[config.mk]
export PLATFORM = sky130hd
export DESIGN_NAME = pc_sequencer
export DESIGN_NICKNAME = d
export VERILOG_FILES = /design/src/rtl/pc_seq_pkg.sv /design/src/rtl/pc_seq_int_latch.sv /design/src/rtl/pc_sequencer.sv
export SDC_FILE = /design/constraint.sdc
export NUM_CORES = 1
export LEC_CHECK = 0
export CELL_PAD_IN_SITES_DETAIL_PLACEMENT = 1
export CELL_PAD_IN_SITES_GLOBAL_PLACEMENT = 2
export CORE_MARGIN = 4
export CORE_UTILIZATION = 10
export DETAILED_ROUTE_END_ITERATION = 8
export GPL_ROUTABILITY_DRIVEN = 0
export PLACE_DENSITY_LB_ADDON = 0.3
export RECOVER_POWER = 100
export SKIP_LAST_GASP = 1
export SLEW_MARGIN = 20
export SYNTH_ARGS = -nofsm -noshare
export SYNTH_HDL_FRONTEND = slang
export SYNTH_SLANG_ARGS = --single-unit
[constraint.sdc]
create_clock -name clk -period 3.2 [get_ports clk]
set_clock_uncertainty 0.1 [all_clocks]
set_input_delay 0.64 -clock clk [delete_from_list [all_inputs] [get_ports clk]]
set_output_delay 0.64 -clock clk [all_outputs]
set_load 0.02 [all_outputs]
[src/rtl/pc_seq_pkg.sv]
// pc_seq_pkg: shared definitions for the program-counter sequencer.
//   - pc_sel encodings seen by the PC register (PC_HOLD / PC_INC / PC_LOAD)
//   - sequencer state type
//   - default reset / interrupt vectors and increment limit, also used by the
//     PC register and the stack unit
package pc_seq_pkg;

  localparam logic [1:0] PC_HOLD = 2'd0;
  localparam logic [1:0] PC_INC  = 2'd1;
  localparam logic [1:0] PC_LOAD = 2'd2;

  typedef enum logic [1:0] {
    ST_RUN        = 2'd0,
    ST_INT_PUSH   = 2'd1,
    ST_INT_VEC_LD = 2'd2,
    ST_RET_WAIT   = 2'd3
  } pc_seq_state_e;

  localparam logic [31:0] DEF_RESET_VEC = 32'd32;
  localparam logic [31:0] DEF_INT_VEC   = 32'd0;
  localparam logic [31:0] DEF_PC_LIMIT  = 32'd50;

endpackage

[src/rtl/pc_seq_int_latch.sv]
// pc_seq_int_latch: interrupt-pending latch and ISR mask / nesting depth.
// Build option: PC_SEQ_NESTED_INT_EN
//   undefined - single in-ISR bit; requests are ignored while it is set.
//   defined   - 4-bit nesting depth, saturating at 15; requests are masked
//               only at full depth.
// Ports:
//   clk, reset   clock, synchronous active-high reset
//   int_req      external interrupt request
//   vec_ld       sequencer is in the vector-load cycle (clears pending,
//                enters an ISR level)
//   rti_pop      RTI return address accepted (leaves an ISR level)
//   int_pending  latched, unmasked interrupt request
module pc_seq_int_latch (
  input  logic clk,
  input  logic reset,
  input  logic int_req,
  input  logic vec_ld,
  input  logic rti_pop,
  output logic int_pending
);

  logic masked;

`ifdef PC_SEQ_NESTED_INT_EN
  logic [3:0] isr_depth;

  assign masked = (isr_depth == 4'd15);

  always_ff @(posedge clk) begin
    if (reset)
      isr_depth <= 4'd0;
    else if (vec_ld && isr_depth != 4'd15)
      isr_depth <= isr_depth + 4'd1;
    else if (rti_pop && isr_depth != 4'd0)
      isr_depth <= isr_depth - 4'd1;
  end
`else
  logic in_isr;

  assign masked = in_isr;

  always_ff @(posedge clk) begin
    if (reset)
      in_isr <= 1'b0;
    else if (vec_ld)
      in_isr <= 1'b1;
    else if (rti_pop)
      in_isr <= 1'b0;
  end
`endif

  // The clear in the vector-load cycle wins: a request landing in that same
  // cycle is dropped.
  always_ff @(posedge clk) begin
    if (reset)
      int_pending <= 1'b0;
    else if (vec_ld)
      int_pending <= 1'b0;
    else if (int_req && !masked)
      int_pending <= 1'b1;
  end

endmodule

[src/rtl/pc_sequencer.sv]
// pc_sequencer: selects hold / increment / load for the PC register each
// cycle and sequences interrupt entry (push return PC, load vector) and
// return (pop PC from the stack).
// Redirect priority in RUN: return pop, interrupt entry, hazard stall,
// taken branch, sequential increment (only while cur_pc < PC_LIMIT).
// Build option: PC_SEQ_NESTED_INT_EN (interrupt nesting, see pc_seq_int_latch).
// Ports:
//   clk, reset                       clock, synchronous active-high reset
//   cur_pc                           current PC register value
//   int_req, stall_hazard            interrupt request, hazard stall
//   branch_taken, branch_target      resolved taken branch and destination
//   ret_req, rti_req                 RET / RTI decoded (pulses)
//   push_ack, pop_valid, pop_data    stack handshake responses
//   pc_sel, pc_next                  PC register control and load value
//   flush                            squash fetch/decode
//   push_req, push_data, pop_req     stack handshake requests
//   int_ack                          pulse at interrupt vector load
//   busy                             sequencer outside RUN
//
// state         | meaning
// --------------+-----------------------------------------------
// ST_RUN        | normal fetch: increment, branch, stall
// ST_INT_PUSH   | pushing return PC, waiting for push_ack
// ST_INT_VEC_LD | one cycle: load interrupt vector, pulse int_ack
// ST_RET_WAIT   | pop requested, waiting for pop_valid
module pc_sequencer
  import pc_seq_pkg::*;
#(
  parameter logic [31:0] RESET_VEC = DEF_RESET_VEC,
  parameter logic [31:0] INT_VEC   = DEF_INT_VEC,
  parameter logic [31:0] PC_LIMIT  = DEF_PC_LIMIT
) (
  input  logic        clk,
  input  logic        reset,
  input  logic [31:0] cur_pc,
  input  logic        int_req,
  input  logic        stall_hazard,
  input  logic        branch_taken,
  input  logic [31:0] branch_target,
  input  logic        ret_req,
  input  logic        rti_req,
  input  logic        push_ack,
  input  logic        pop_valid,
  input  logic [31:0] pop_data,
  output logic [1:0]  pc_sel,
  output logic [31:0] pc_next,
  output logic        flush,
  output logic        push_req,
  output logic [31:0] push_data,
  output logic        pop_req,
  output logic        int_ack,
  output logic        busy
);

  pc_seq_state_e state, state_nxt;
  logic          is_rti, is_rti_nxt;
  logic          int_pending;
  logic          vec_ld;
  logic          rti_pop;

  pc_seq_int_latch u_int_latch (
    .clk         (clk),
    .reset       (reset),
    .int_req     (int_req),
    .vec_ld      (vec_ld),
    .rti_pop     (rti_pop),
    .int_pending (int_pending)
  );

  always_comb begin
    pc_sel     = PC_HOLD;
    pc_next    = 32'd0;
    flush      = 1'b0;
    push_req   = 1'b0;
    push_data  = 32'd0;
    pop_req    = 1'b0;
    int_ack    = 1'b0;
    vec_ld     = 1'b0;
    rti_pop    = 1'b0;
    state_nxt  = state;
    is_rti_nxt = is_rti;

    // Reset overrides the FSM combinationally so any outstanding stack
    // request is withdrawn in the same cycle.
    if (reset) begin
      pc_sel  = PC_LOAD;
      pc_next = RESET_VEC;
    end else begin
      case (state)
        ST_RUN: begin
          if (ret_req || rti_req) begin
            flush      = 1'b1;
            pop_req    = 1'b1;
            is_rti_nxt = rti_req;
            state_nxt  = ST_RET_WAIT;
          end else if (int_pending && !stall_hazard) begin
            flush     = 1'b1;
            state_nxt = ST_INT_PUSH;
          end else if (stall_hazard) begin
            pc_sel = PC_HOLD;
          end else if (branch_taken) begin
            pc_sel  = PC_LOAD;
            pc_next = branch_target;
            flush   = 1'b1;
          end else if (cur_pc < PC_LIMIT) begin
            pc_sel = PC_INC;
          end
        end
        ST_INT_PUSH: begin
          // PC is held here, so cur_pc is stable until the push is accepted.
          push_req  = 1'b1;
          push_data = cur_pc;
          flush     = 1'b1;
          if (push_ack)
            state_nxt = ST_INT_VEC_LD;
        end
        ST_INT_VEC_LD: begin
          pc_sel    = PC_LOAD;
          pc_next   = INT_VEC;
          int_ack   = 1'b1;
          vec_ld    = 1'b1;
          state_nxt = ST_RUN;
        end
        ST_RET_WAIT: begin
          if (pop_valid) begin
            pc_sel    = PC_LOAD;
            pc_next   = pop_data;
            rti_pop   = is_rti;
            state_nxt = ST_RUN;
          end else begin
            pop_req = 1'b1;
          end
        end
        default: state_nxt = ST_RUN;
      endcase
    end
  end

  assign busy = !reset && (state != ST_RUN);

  always_ff @(posedge clk) begin
    if (reset) begin
      state  <= ST_RUN;
      is_rti <= 1'b0;
    end else begin
      state  <= state_nxt;
      is_rti <= is_rti_nxt;
    end
  end

endmodule

==> results_dict.tcl <==
set metrics [dict create \
    final_antenna_net_count 0 \
    crit_buf_inv 3 \
    grt_max_degree 33 \
    r2r-start "state[0]" \
    drive_gt1_share_pct 14.8 \
    first_pass_iters 4 \
    arrival_ns 2.32 \
    powerDensity_nw_per_um2 327 \
    synth_edf_count 0 \
    drc_errors 0 \
    total_power_mw 0.985 \
    numPortBuffers 175 \
    dr_total_vias 1910 \
    synth_ff_type "dfxtp_1" \
    rsz0062_at_grt "false" \
    hold_path.class "register to register" \
    wirelength_microns 7060 \
    clkTransAtPathRegs_ns 0.04 \
    setup_tns_ns 0 \
    ys_types 30 \
    post-cts-setup-buffers 0 \
    drt_iter0_drc 89 \
    cpLargestDelayFamily "buffers and inverters" \
    async_flop_share_pct 0 \
    htreeDepth 1 \
    reg2reg_depth 6 \
    maxCapViolCount 0 \
    slew_headroom_pct 67.2 \
    worstMarginPinSlew_ns 0.492 \
    worstSkewPairLatency_ns 0.22 \
    cts_buffer_depth 2 \
    syn-instance-count 145 \
    setup_ws_ns 0.139 \
    fin_crit_sh_pct 95.6 \
    crit_path_top_delay_cell "clkdlybuf4s50_1" \
    syn2layout_area_growth_pct 180 \
    drt-vias-per-instance 4.14 \
    dp_slack_ns -0.239 \
    fmax_mhz 327 \
    holdBufCountCts 0 \
    worstPathMaxFanout 31 \
    avgSynthCellArea_sq_um 7.43 \
    r2r_slack_ns 1.55 \
    yosysSeqAreaShare_pct 9.29 \
    fin_nets 435 \
    die_h_microns 112 \
    final_max_slew_viol_count 0 \
    worst_ir_drop_vdd_mv 0.126 \
    required_ns 2.46 \
    hold_end "u_int_latch.in_isr" \
    cts.sink_count 5 \
    grt.overflow.total 0 \
    synth_fp_nets 254 \
    worstPathCellList "clkdlybuf4s50_1, nor3b_4, and4_1, buf_12, a22o_2, dlygate4sd2_1" \
    placementRows 37 \
    cts_buffers 3 \
    grt_pass1_vias 1943 \
    initial_core_util_pct 10.3 \
    status "finished, final reports clean" \
    worstSetupPathType "primary input to output pin" \
    antenna_found_initial 0 \
    design.die.area_sq_um 12500 \
    routedWlPerCell_microns 15.3 \
    hold_depth 2 \
    ys_ff_latch 5 \
    grt_use_total_pct 10.4 \
    period_minus_slack_ns 3.06 \
    cts_root_buffer "clkbuf_8" \
    io_pins 176 \
    cts_tree "built" \
    max_stage_delay_ns 0.47 \
    startpoint_type "primary input" \
    grt_pass1_wl_microns 10700 \
    r2r_end "state[0]" \
    syn-cell-area_sq_um 1080 \
    core_sq_um 10400 \
    postLayoutCellArea_sq_um 3020 \
    antenna_cells 0 \
    finalSetupViolCount 0 \
    yosysWarnings 0 \
    worstHoldStart "u_int_latch.in_isr" \
    fp.dieW_microns 112 \
    hold_viol_final 0 \
    worst_setup_path_end_kind "output pin" \
    post_dp_cell_area_sq_um 3080 \
    leakage_nw 1.50 \
    dp_hpwl_microns 5980 \
]
==> routing by layer <==
layer  routed length [microns]  up-vias  global-route usage [%]
li1                          -      932                       -
met1                      2940      876                    12.5
met2                      3490       98                    18.6
met3                       590        4                    2.77
met4                        44        0                    1.95
met5                         0        -                       0
==> cell usage after synthesis (4+ instances only) <==
cell / n / area, sq um
and3_1: 32 / 200
a22o_2: 24 / 240
clkbuf_1: 11 / 41.3
nor2_1: 10 / 37.5
a22o_1: 7 / 61.3
nor4_1: 7 / 43.8
inv_1: 6 / 22.5
dfxtp_1: 5 / 100
buf_6: 4 / 45.0
ha_1: 4 / 50.1
nor3_1: 4 / 20.0
==> state kept, by name, indices dropped and copies added (netlist names) <==
signal,flops
is_rti,1
state,2
u_int_latch.in_isr,1
u_int_latch.int_pending,1
==> worst max path at each step <==
| stage | end | slack [ns] | depth (start not counted) | start |
|---|---|---|---|---|
| after global placement | pc_sel[0] | -0.24 | 6 | cur_pc[3] |
| after floorplan | pc_next[5] | 0.60 | 5 | state[0] |
| after CTS | pc_sel[0] | -0.11 | 6 | cur_pc[3] |
| after global routing | pc_next[1] | 0.07 | 6 | ret_req |
| final | pc_next[16] | 0.14 | 6 | rti_req |
| after detailed placement | pc_sel[0] | -0.24 | 6 | cur_pc[3] |
==> where the power goes <==
part | switching (mW) | internal [mW]
combinational | 0.386 | 0.370
sequential | 0.0222 | 0.0873
clock | 0.0335 | 0.0858
total | 0.442 | 0.543
==> logic make-up (layout without fill, tap and decap cells) <==
| group | Yosys count | in the layout | share of synthesized area, % |
|---|---|---|---|
| buf+inv | 21 | 201 | 10.1 |
| flops | 5 | 5 | 9.29 |
| compound gates | 46 | 46 | 38.1 |
| fa+ha+maj | 4 | 4 | 4.65 |
| simple gates | 69 | 69 | 37.9 |
==> cell type report <==
cell class	count	area (sq um)
clock buffer	4	45.0
fill	1252	7400
inverter	6	22.5
multi-input combinational	119	893
sequential	5	100
tap	136	170
timing repair buffer	191	1780
==> what timing repair did <==
item / CTS / global route
setup endpoints to repair: 49 / 18
resized for setup: 49 / 15
pin swaps: 0 / 0
==> placed cells by master, fill, tap and decap left out, types with 2 or more instances in the layout <==
master           netlist  final
and3_1                32     32
clkbuf_8               0      3
nand2_1                3      3
o21ai_0                2      2
clkdlybuf4s50_1        0    104
a22o_1                 7      7
dlymetal6s2s_1         0      2
dlygate4sd3_1          0     11
nor3_1                 4      3
buf_4                  0     11
nand4_1                2      2
nor2_1                10     10
ha_1                   4      4
dlygate4sd2_1          0     48
inv_1                  6      6
a21oi_1                3      3
nor4_2                 0      2
clkbuf_1              11     13
nor4_1                 7      5
nand2b_1               2      2
nand3_1                3      3
a22o_2                24     24
dfxtp_1                5      5
nor2b_1                3      3
buf_12                 0      3
==> metrics by stage <==
| stage | util [%] | hold WS (ns) | std cells |
|---|---|---|---|
| after CTS | 29.4 | 0.411 | 461 |
| after global placement | 29.5 | 0.377 | 457 |
| after detailed placement | 29.5 | 0.389 | 457 |
| after floorplan | - | 0.356 | 145 |
| final | 28.9 | 0.404 | 461 |
| after global routing | 28.9 | 0.437 | 461 |
==> worst min-delay path: cells and delay by family, from the launching register on <==
kind / cells / cell delay (ns)
flip-flops: 1 / 0.33
AO/OA/AOI/OAI: 1 / 0.06
AND/OR/NAND/NOR: 1 / 0.08
Note: power is estimated with default switching activity, not from simulation.
